$ cat config.mk
export PLATFORM = sky130hd
export DESIGN_NAME = pipe_stage_register
export DESIGN_NICKNAME = d
export VERILOG_FILES = /design/src/rtl/pipe_pkg.sv /design/src/rtl/pipe_skid_entry.sv /design/src/rtl/pipe_stage_register.sv
export SDC_FILE = /design/constraint.sdc
export NUM_CORES = 1
export LEC_CHECK = 0
export BUFFER_PORTS_ARGS = -buffer_cell sky130_fd_sc_hd__buf_4
export CAP_MARGIN = 20
export CORE_MARGIN = 2
export CORE_UTILIZATION = 35
export DETAILED_ROUTE_END_ITERATION = 10
export GPL_TIMING_DRIVEN = 0
export PLACE_DENSITY_LB_ADDON = 0.05
export SYNTH_ARGS = -nofsm -noshare
export SYNTH_HDL_FRONTEND = slang
export SYNTH_SLANG_ARGS = --single-unit
$ cat constraint.sdc
create_clock -name clk -period 1.73 [get_ports clk]
set_input_delay 0.2595 -clock clk [delete_from_list [all_inputs] [get_ports clk]]
set_output_delay 0.2595 -clock clk [all_outputs]
set_load 0.1 [all_outputs]
$ cat src/rtl/pipe_pkg.sv
// Shared definitions for pipeline stage registers: default widths, the no-op
// encoding and the F/D payload packing (pc high word, instruction low word).
package pipe_pkg;

  localparam logic [31:0] NOP_INSTR      = 32'h2000_0000;
  localparam int          DEFAULT_DATA_W = 64;
  localparam int          DEFAULT_CNT_W  = 16;

  typedef struct packed {
    logic [31:0] pc;
    logic [31:0] instr;
  } fd_payload_t;

  localparam logic [63:0] FD_BUBBLE = {32'h0, NOP_INSTR};

  function automatic fd_payload_t fd_pack(input logic [31:0] pc, input logic [31:0] instr);
    fd_payload_t p;
    p.pc    = pc;
    p.instr = instr;
    return p;
  endfunction

  function automatic logic [31:0] fd_pc(input fd_payload_t p);
    return p.pc;
  endfunction

  function automatic logic [31:0] fd_instr(input fd_payload_t p);
    return p.instr;
  endfunction

endpackage

$ cat src/rtl/pipe_skid_entry.sv
// Single valid+data holding register. clear beats load beats take; take drops
// valid but keeps the payload so the downstream sees a stable value.
module pipe_skid_entry
  import pipe_pkg::*;
#(
  parameter int                DATA_W = DEFAULT_DATA_W,
  parameter logic [DATA_W-1:0] BUBBLE = DATA_W'(FD_BUBBLE)
) (
  input  logic              clk,
  input  logic              rst_n,
  input  logic              clear,
  input  logic              load,
  input  logic              take,
  input  logic [DATA_W-1:0] load_data,
  output logic              valid,
  output logic [DATA_W-1:0] data
);

  always_ff @(posedge clk or negedge rst_n) begin
    if (!rst_n) begin
      valid <= 1'b0;
      data  <= BUBBLE;
    end else if (clear) begin
      valid <= 1'b0;
      data  <= BUBBLE;
    end else if (load) begin
      valid <= 1'b1;
      data  <= load_data;
    end else if (take) begin
      valid <= 1'b0;
    end
  end

endmodule

$ cat src/rtl/pipe_stage_register.sv
// Pipeline stage register with valid/ready handshake, flush-to-bubble and a
// saturating stall counter. Define PIPE_STAGE_SKID_EN for a registered-ready skid entry.
module pipe_stage_register
  import pipe_pkg::*;
#(
  parameter int                DATA_W = DEFAULT_DATA_W,
  parameter logic [DATA_W-1:0] BUBBLE = DATA_W'(FD_BUBBLE),
  parameter int                CNT_W  = DEFAULT_CNT_W
) (
  input  logic              clk,
  input  logic              rst_n,
  input  logic              flush,
  input  logic              in_valid,
  input  logic [DATA_W-1:0] in_data,
  output logic              in_ready,
  output logic              out_valid,
  output logic [DATA_W-1:0] out_data,
  input  logic              out_ready,
  output logic [CNT_W-1:0]  stall_count
);

  logic              in_fire;
  logic              out_fire;
  logic              main_valid;
  logic              main_load;
  logic              main_take;
  logic [DATA_W-1:0] main_data;
  logic [DATA_W-1:0] main_load_data;

  assign in_fire   = in_valid & in_ready;
  assign out_fire  = main_valid & out_ready;
  assign out_valid = main_valid;
  assign out_data  = main_data;

`ifdef PIPE_STAGE_SKID_EN
  logic              skid_valid;
  logic              skid_load;
  logic              skid_take;
  logic [DATA_W-1:0] skid_data;

  // Ready comes straight from the skid flop, cutting the out_ready -> in_ready path.
  assign in_ready = ~skid_valid;

  always_comb begin
    main_load      = 1'b0;
    main_load_data = in_data;
    main_take      = 1'b0;
    skid_load      = 1'b0;
    skid_take      = 1'b0;
    if (skid_valid) begin
      // Oldest beat lives in skid once main drains; keep FIFO order.
      main_load      = out_fire;
      main_load_data = skid_data;
      skid_load      = in_fire & out_fire;
      skid_take      = out_fire & ~in_fire;
    end else begin
      main_load = in_fire & (~main_valid | out_fire);
      skid_load = in_fire & main_valid & ~out_fire;
      main_take = out_fire & ~in_fire;
    end
  end

  pipe_skid_entry #(
    .DATA_W (DATA_W),
    .BUBBLE (BUBBLE)
  ) u_skid (
    .clk       (clk),
    .rst_n     (rst_n),
    .clear     (flush),
    .load      (skid_load),
    .take      (skid_take),
    .load_data (in_data),
    .valid     (skid_valid),
    .data      (skid_data)
  );
`else
  assign in_ready       = ~main_valid | out_ready;
  assign main_load      = in_fire;
  assign main_load_data = in_data;
  assign main_take      = out_fire & ~in_fire;
`endif

  pipe_skid_entry #(
    .DATA_W (DATA_W),
    .BUBBLE (BUBBLE)
  ) u_main (
    .clk       (clk),
    .rst_n     (rst_n),
    .clear     (flush),
    .load      (main_load),
    .take      (main_take),
    .load_data (main_load_data),
    .valid     (main_valid),
    .data      (main_data)
  );

  // Flush deliberately leaves the counter alone; only reset clears it.
  always_ff @(posedge clk or negedge rst_n) begin
    if (!rst_n) begin
      stall_count <= '0;
    end else if (main_valid && !out_ready && (stall_count != {CNT_W{1'b1}})) begin
      stall_count <= stall_count + CNT_W'(1);
    end
  end

endmodule

==> flow_summary.ini, run 1 <==
[sta]
rsz0062_at_grt = true
worst_pin_slew_ns = 0.512
fin_crit_ns = 1.68
setup_violations = 0
hold_viol_final = 0
clock.fmax_mhz = 595
tns_ns = 0
fin_worst_skew_ns = 0.0121
slew_viol_final = 0
min_period_over_period = 0.972
slew_headroom = 0.655
timing.hold.ws_ns = 0.123

[power_and_ir_drop]
ir_worst_vdd_v = 0.000505
power.total_uw = 5580
p_switching_uw = 2240
power_frac_comb = 0.333
clkPwrFrac = 0.266
internal-power_uw = 3340
powerDensity_mw_per_mm2 = 1170
leakage_uw = 0.00245
swShare = 0.401
seqPwrFrac = 0.401

[yosys]
syn_area_per_cell_sq_um = 13.9
synth-edff-count = 0
synth.most_common_cell = dfrtp_1
netlist_area_sq_mm = 0.00309
ys_ff_latch = 81
synth_top_area_frac = 0.647
synth_ff_type = dfrtp_1
async_reset_ff_frac = 1.00
yosys_warnings = 0
yosys-top-cells-count = 80 x dfrtp_1, 63 x a22o_1, 12 x clkbuf_1
postSynthCellCount = 222
synthTopCellsByArea = dfrtp_1 65%, a22o_1 18%, xor2_1 2.8%
syn_nets = 292
yosysTopAreaCell = dfrtp_1
ys_seq_area_frac = 0.655
synth.distinct_cells = 36

[run]
maxCapViolations = 0

[clock_tree]
clk_latency_ns = 0.34
cts_tree = yes
clk_pin_slew_ns = 0.09
clk_path_buf_depth = 2
root_buffer = clkbuf_8
cts_max_level = 3
clock-sinks = 81
cts_buffers = 9

[grt]
grt_util_all_layers = 0.164
grt-ovfl-total = 0
grt_pass1_vias = 2468
grt_max_degree = 82
antenna_found_initial = 0
grt_pass1_wl_um = 12800

[layout]
drive_above_1_share = 0.550
fin_util = 0.552
stdcell_count = 499
diodes = 0
nets = 457
areaGrowthSynthToFinish_pct = 54.1

[place]
routabilityCongestion = 0.729
place_inst = 480
dp_hpwl_um = 5580
port_buffers = 150

[setup_path]
crit_type = flip-flop to flip-flop
critPathRequiredTime_ns = 1.99
cp_max_fo = 7
crit_arrival_ns = 1.94
start_kind = flip-flop
max_stage_delay_ns = 0.49
cp_slowest_cell = or4_4
crit_chain = nor2b_4, inv_8, or4_4, nor3b_2, xor2_1
cp-end-kind = flip-flop

[routing]
post_drt_wl_per_cell_um = 16.0
antenna_left = 0
routed_wl_um = 7990
vias = 2446
drt_iter0_drc = 44
drc = 0
first_pass_iters = 6
via_per_inst = 4.90

[floorplan]
row_count = 34
die_height_um = 98.0
die_area_sq_mm = 0.00961
die_w_um = 98.0
coreArea_sq_mm = 0.00864
io_pins = 151
start_util = 0.358

[run_status]
status = finished clean

[min_path]
min_path_type = input port to flip-flop
[metrics by stage]
step,cell area [sq um],worst slack [ns]
finish,4770,0.0492
CTS,4710,0.0257
floorplan,3220,-0.184
global route,4770,-0.00976
detailed placement,4480,-0.140
global placement,4480,-0.119
[logic make-up (layout without fill, tap and decap cells)]
| kind of cell | after synthesis | after routing | synth area share |
|---|---|---|---|
| multiplexers | 1 | 1 | 0.00364 |
| buffers and inverters | 16 | 185 | 0.0194 |
| adder cells (fa/ha/maj) | 1 | 1 | 0.00404 |
| XOR/XNOR | 12 | 12 | 0.0340 |
| AND/OR/NAND/NOR | 40 | 40 | 0.0886 |
| flip-flops | 81 | 81 | 0.655 |
| AO/OA/AOI/OAI | 71 | 71 | 0.195 |
[final cells by class]
class / count / area (sq um)
sequential: 81 / 2090
multi-input combinational: 125 / 1070
clock buffer: 10 / 128
timing repair buffer: 154 / 1180
fill: 759 / 3870
inverter: 4 / 22.5
buffer: 12 / 60.1
tap: 108 / 135
clock inverter: 5 / 81.3
[critical path: cells and delay by family, from the launching register on]
kind / cells / cell delay, ns
DFF: 1 / 0.41
xor gates and xnor gates: 1 / 0.16
buffers and inverters: 1 / 0.07
and+or+nand+nor: 3 / 0.97
[power by group through the flow]
stage | clock network, uW | logic, uW | registers (uW)
final | 1480 | 1860 | 2240
after global routing | 1620 | 1940 | 2270
after CTS | 1540 | 1860 | 2240
after detailed placement | 0 | 1860 | 2270
after global placement | 0 | 1850 | 2270
after floorplan | 0 | 279 | 3340
[worst paths after layout]
check / from / endpoint / slack, ns / depth (start not counted)
max in group asynchronous: rst_n / u_main.data[29] / 0.68 / 3
min in group asynchronous: rst_n / stall_count[5] / 0.42 / 2
hold reg to reg: u_main.data[54] / u_main.data[54] / 0.51 / 1
setup reg to reg: u_main.valid / stall_count[11] / 0.05 / 5
setup / recovery: u_main.valid / stall_count[11] / 0.05 / 5
hold / removal: in_data[16] / u_main.data[16] / 0.12 / 2
[routing by layer]
metal  vias up  global-route usage  wire [um]
met4         0              0.0609         86
li1       1166                   -          -
met1      1177               0.231       3530
met2        94               0.246       3730
met3         9              0.0437        652
met5         -                   0          0
[cell usage in the layout, fill, tap and decap left out, types with 3 or more instances in the layout]
cell	netlist	layout
xor2_1	10	10
nand2_1	6	6
clkbuf_8	0	9
nor3_1	3	3
nor2_1	6	5
dfrtp_1	80	63
inv_1	3	3
buf_4	0	152
clkbuf_2	0	12
nand3_1	5	4
a22o_1	63	63
dfrtp_4	0	15
[what timing repair did]
item                                    CTS  global route
gates resized for setup                   1             3
hold buffers                              0             1
buffers inserted                          2             0
endpoints found under the setup margin    8            58
pin swaps                                 1             0
hold endpoints to repair                  0            33
[registers in the layout (all words and copies together) (netlist names)]
register / flops
u_main.valid: 1
u_main.data: 64
stall_count: 16
No activity file was read; power rests on OpenSTA's default activity.
==> run 2, diff against run 1 <==
--- a/config.mk
+++ b/config.mk
@@ -5,6 +5,7 @@
 export SDC_FILE = /design/constraint.sdc
 export NUM_CORES = 1
 export LEC_CHECK = 0
+export ABC_AREA = 1
 export BUFFER_PORTS_ARGS = -buffer_cell sky130_fd_sc_hd__buf_4
 export CAP_MARGIN = 20
 export CORE_MARGIN = 2
==> run 2 against run 1 <==
Maximum frequency up 3.7%. Core utilization down 3.1 points. Worst setup slack better by 0.060 ns. Critical path depth down 1. Clock power up 6%. Routed wire length up 9.6%. Global-route usage up 0.48 points. Hold slack worse by 0.062 ns. Final cell count up 43%. Count of clock-buffer cells in the layout up 1. First-iteration DRC count up 55%. Largest power group unchanged. Highest routed layer unchanged.
==> flow_summary.ini, run 2 <==
[layout]
stdcell_count = 716
drive_above_1_share = 0.365
diodes = 0
largest_reg_flops = 64
final_area_sq_mm = 0.00505
nets = 648
top_register = u_main.data
layout_commonest_cell = nand2_1
largestRegisters = u_main.data x64, stall_count x16, u_main.valid x1
layout_common_cells = 251 x nand2_1, 150 x buf_4, 63 x dfrtp_1
fillers = 947
areaGrowthSynthToFinish_pct = 46.2

[clock_tree]
cts_buffers = 9
cts_setup_buffers = 0
clk_pin_slew_ns = 0.08
cts_tree = yes
root_buffer = clkbuf_8
cts_max_level = 3
clk_path_buf_depth = 2
clk_latency_ns = 0.35
clock-sinks = 81

[min_path]
hold_depth = 2
min_to = u_main.valid
min_path_type = input port to flip-flop
min_from = flush

[run_status]
status = finished clean

[yosys]
synth_top_area_frac = 0.580
netlist_area_sq_mm = 0.00345
synth.most_common_cell = nand2_1
yosys_warnings = 0
ys_ff_latch = 81
syn_area_per_cell_sq_um = 8.32
yosysTopAreaCell = dfrtp_1
synthTopCellsByArea = dfrtp_1 58%, nand2_1 27%, buf_2 1.7%
ys_seq_area_frac = 0.587
syn_nets = 485
synth.distinct_cells = 23
yosys-top-cells-count = 251 x nand2_1, 80 x dfrtp_1, 15 x nor2_1
synth-edff-count = 0
async_reset_ff_frac = 1.00
synth_ff_type = dfrtp_1
postSynthCellCount = 415

[power_and_ir_drop]
swShare = 0.401
ir_worst_vdd_v = 0.000616
power_frac_comb = 0.329
powerDensity_mw_per_mm2 = 1110
internal-power_uw = 3360
p_switching_uw = 2250
leakage_uw = 0.00279
seqPwrFrac = 0.392
power.total_uw = 5610
clkPwrFrac = 0.279

[sta]
fin_crit_ns = 1.62
setup_violations = 0
slew_headroom = 0.750
fin_worst_skew_ns = 0.00663
slew_viol_final = 0
clock.fmax_mhz = 617
hold_viol_final = 0
fin_ws_ns = 0.109
worst_pin_slew_ns = 0.376
rsz0062_at_grt = false
tns_ns = 0
min_period_over_period = 0.937

[setup_path]
cp_max_fo = 5
cp_slowest_cell = dfrtp_4
crit-reg2reg-launch = stall_count[0]
max_stage_delay_ns = 0.48
crit_arrival_ns = 1.36
cp-end-kind = primary output
r2r_slack_ns = 0.15
r2r_end = stall_count[15]
critPathRequiredTime_ns = 1.47
start_kind = flip-flop
crit_chain = inv_1, nor2_4, inv_4, buf_4
crit_type = flip-flop to primary output
reg2regPathDepth = 9

[place]
place_inst = 698
routabilityCongestion = 0.801
dp_hpwl_um = 6300
placed_area_sq_mm = 0.00478
dp_slack_ns = 0.0750
port_buffers = 150

[floorplan]
io_pins = 151
start_util = 0.357
die_height_um = 103
die_area_sq_mm = 0.0107
die_w_um = 103
coreArea_sq_mm = 0.00968
row_count = 36

[grt]
grt_pass1_wl_um = 13900
grt_max_degree = 82
top_usage_layer = met2
met1_usage = 0.213
grt_pass1_vias = 2926
grt-ovfl-total = 0
grt_use_met3 = 0.0578
grt_util_met2 = 0.261
grt_util_all_layers = 0.169
antenna_found_initial = 0

[routing]
first_pass_iters = 4
vias = 3094
routed_wl_um = 8760
drt_iter0_drc = 68
drc = 0
via_per_inst = 4.32
antenna_left = 0
post_drt_wl_per_cell_um = 12.2

[run]
maxCapViolations = 0
run 2: changes by cell type in the layout (fill, tap and decap cells not counted), moves of 9 or more:
| cell | previous run | this run |
|---|---|---|
| a22o_1 | 63 | 0 |
| buf_2 | 0 | 12 |
| clkbuf_2 | 12 | 0 |
| dfrtp_2 | 2 | 14 |
| dfrtp_4 | 15 | 3 |
| nand2_1 | 6 | 251 |
| nor2_1 | 5 | 15 |
| xor2_1 | 10 | 1 |
run 2: timing repair:
| item | 4_1_cts | 5_1_grt |
|---|---|---|
| hold endpoints to repair | 0 | 26 |
| resized for setup | 0 | 1 |
| setup endpoints to repair | 0 | 7 |
| hold buffers | 0 | 1 |
run 2: how the worst max path moves through the flow:
stage                         startpoint               to  slack (ns)  depth (start not counted)
final                       u_main.valid         in_ready        0.11                          4
after global routing      stall_count[0]   stall_count[1]        0.03                          9
after CTS                 stall_count[0]  stall_count[15]        0.06                          9
after detailed placement  stall_count[0]  stall_count[15]        0.08                          9
after global placement    stall_count[0]  stall_count[13]        0.11                          9
after floorplan           stall_count[0]   stall_count[7]        0.03                          9
run 2: final cells by class:
class | count | area, sq um | share of cell area
flip-flops and latches | 81 | 2060 | 0.407
multi-input cells | 305 | 1290 | 0.256
repair buffers | 152 | 1160 | 0.230
well taps | 133 | 166 | 0.0330
clock buffers | 11 | 151 | 0.0300
plain buffers | 14 | 82.6 | 0.0164
clock inverters | 5 | 77.6 | 0.0154
inverters | 15 | 58.8 | 0.0116
run 2: critical path, delay by kind of cell (launching register included):
family        cells  cell delay [ns]
flops             1             0.48
buf+inv           3             0.46
simple gates      1             0.07
run 2: through the flow:
step | hold WS [ns] | utilization
after global routing | 0.0522 | 0.521
after CTS | 0.0386 | 0.517
after detailed placement | 0.426 | 0.493
after global placement | 0.426 | 0.493
after floorplan | -0.0361 | -
final | 0.0611 | 0.521
run 2: per-layer routing:
layer,vias to the layer above,wire length [um]
met1,1408,3710
met3,14,654
li1,1588,-
met5,-,0
met4,0,147
met2,84,4250
run 2: cells by family after synthesis:
| group | synth area share |
|---|---|
| DFF | 0.587 |
| xor gates and xnor gates | 0.0177 |
| AOI/OAI and AO/OA | 0.0225 |
| and+or+nand+nor | 0.329 |
| adders and majority gates | 0.00362 |
| buffers and inverters | 0.0402 |
run 2: power groups by stage:
stage	logic (uW)	registers, uW	clock network (uW)
2_1_floorplan	275	3300	0
3_3_place_gp	1840	2230	0
3_5_place_dp	1850	2240	0
4_1_cts	1850	2200	1630
5_1_grt	1950	2230	1700
6_report	1850	2200	1570
==> run 3, diff against run 2 <==
==> constraint.sdc (replaced) <==
create_clock -name clk -period 1.73 [get_ports clk]
set_input_delay 0.173 -clock clk [delete_from_list [all_inputs] [get_ports clk]]
set_output_delay 0.173 -clock clk [all_outputs]
set_load 0.1 [all_outputs]
==> run 3 against run 2 <==
Clock power about the same. Via count grew 1.8%. Register-to-register slack about the same. Non-clock buffer count increased by 12. Count of clock-buffer cells in the layout unchanged. Global-route usage rose by 0.20 points. Critical path depth is 5 higher. First-iteration DRC count increased by 1.5%. Maximum frequency is 2.5% higher. Highest routed layer unchanged.
==> flow_summary.ini, run 3 (synthesized netlist as in run 2, its figures left out) <==
[layout]
nets = 660
top_register = u_main.data
diodes = 0
areaGrowthSynthToFinish_pct = 49.7
layout_common_cells = 251 x nand2_1, 150 x buf_4, 63 x dfrtp_1
largestRegisters = u_main.data x64, stall_count x16, u_main.valid x1
drive_above_1_share = 0.358
layout_commonest_cell = nand2_1
largest_reg_flops = 64

[place]
port_buffers = 150
routabilityCongestion = 0.801
dp_hpwl_um = 6300

[power_and_ir_drop]
power_frac_comb = 0.332
swShare = 0.399
clkPwrFrac = 0.277
leakage_uw = 0.00284
power.total_uw = 5630
p_switching_uw = 2250
seqPwrFrac = 0.391
ir_worst_vdd_v = 0.000616
powerDensity_mw_per_mm2 = 1090
internal-power_uw = 3380

[floorplan]
die_height_um = 103
coreArea_sq_mm = 0.00968
io_pins = 151
row_count = 36
die_w_um = 103
start_util = 0.357
die_area_sq_mm = 0.0107

[setup_path]
crit_arrival_ns = 1.86
crit_type = flip-flop to flip-flop
cp_max_fo = 10
cp-end-kind = flip-flop
crit-reg2reg-launch = stall_count[0]
r2r_slack_ns = 0.15
start_kind = flip-flop
r2r_end = stall_count[15]
critPathRequiredTime_ns = 2.01
reg2regPathDepth = 9

[clock_tree]
clk_path_buf_depth = 2
clk_latency_ns = 0.35
cts_setup_buffers = 0
clock-sinks = 81
cts_buffers = 9
cts_tree = yes
root_buffer = clkbuf_8
cts_max_level = 3
clk_pin_slew_ns = 0.08

[grt]
grt-ovfl-total = 0
grt_pass1_wl_um = 14100
antenna_found_initial = 0
grt_max_degree = 82
grt_pass1_vias = 2983
grt_util_all_layers = 0.171

[routing]
post_drt_wl_per_cell_um = 12.1
routed_wl_um = 8780
drc = 0
first_pass_iters = 4
vias = 3150
drt_iter0_drc = 69
antenna_left = 0
via_per_inst = 4.33

[sta]
min_period_over_period = 0.914
tns_ns = 0
clock.fmax_mhz = 633
slew_viol_final = 0
rsz0062_at_grt = false
fin_worst_skew_ns = 0.00650
setup_violations = 0
worst_pin_slew_ns = 0.391
hold_viol_final = 0
fin_crit_ns = 1.58
slew_headroom = 0.739

[min_path]
min_to = u_main.data[10]
hold_depth = 3
min_from = in_data[10]
min_path_type = input port to flip-flop

[run_status]
status = finished clean

[run]
maxCapViolations = 0
==> run 3: cell count changes in the layout (fill, tap and decap cells not counted), sizes merged <==
cell         before  now
dlygate4sd3       1   13
==> run 3: worst max-delay path, cell delays in order, from the launching register on <==
cell and delay (ns):
dfrtp_4 0.51, ha_1 0.25, nand3_2 0.13, inv_2 0.07
nand2_4 0.07, nor2_2 0.05, nor2_4 0.14, buf_6 0.17
nand2_1 0.06, nand2_1 0.06
==> run 3: what timing repair did <==
action | 4_1_cts | 5_1_grt
gates resized for setup | 0 | 1
setup endpoints to repair | 0 | 7
hold endpoints to repair | 12 | 28
hold buffers | 12 | 1
==> run 3: worst max-delay path by stage <==
stage | startpoint | slack (ns) | end | depth (start not counted)
after global placement | stall_count[0] | 0.11 | stall_count[13] | 9
after global routing | stall_count[0] | 0.03 | stall_count[1] | 9
after detailed placement | stall_count[0] | 0.08 | stall_count[15] | 9
final | stall_count[0] | 0.15 | stall_count[15] | 9
after floorplan | stall_count[0] | 0.03 | stall_count[7] | 9
after CTS | stall_count[0] | 0.06 | stall_count[15] | 9
==> run 3: power by group through the flow <==
stage                     clock network (uW)  logic, uW  registers [uW]
after floorplan                            0        275            3300
after global placement                     0       1840            2230
after detailed placement                   0       1850            2240
after CTS                               1630       1870            2200
after global routing                    1700       1980            2230
final                                   1560       1870            2200
==> run 3: area by class of cell <==
| cell class | instances | area (sq um) |
|---|---|---|
| fillers | 942 | 4510 |
| flip-flops and latches | 81 | 2060 |
| multi-input cells | 305 | 1290 |
| repair buffers | 164 | 1280 |
| well taps | 133 | 166 |
| clock buffers | 11 | 151 |
| plain buffers | 14 | 82.6 |
| clock inverters | 5 | 77.6 |
| inverters | 15 | 58.8 |
==> run 3: metal layers <==
layer	part of all wire	track usage	wire [um]	up-vias
li1	-	-	-	1614
met1	0.42	0.214	3670	1438
met2	0.49	0.267	4320	84
met3	0.073	0.0571	643	14
met4	0.017	0.0830	147	0
met5	0	0	0	-
==> run 3: metrics by stage <==
stage	area (sq um)	util	instances	hold slack (ns)	setup slack, ns
floorplan	3490	-	415	-0.123	0.0270
global route	5170	0.534	728	0.00210	0.0306
CTS	5130	0.529	726	0.000727	0.0634
global placement	4780	0.493	698	0.339	0.113
finish	5170	0.534	728	0.0213	0.149
detailed placement	4780	0.493	698	0.340	0.0750
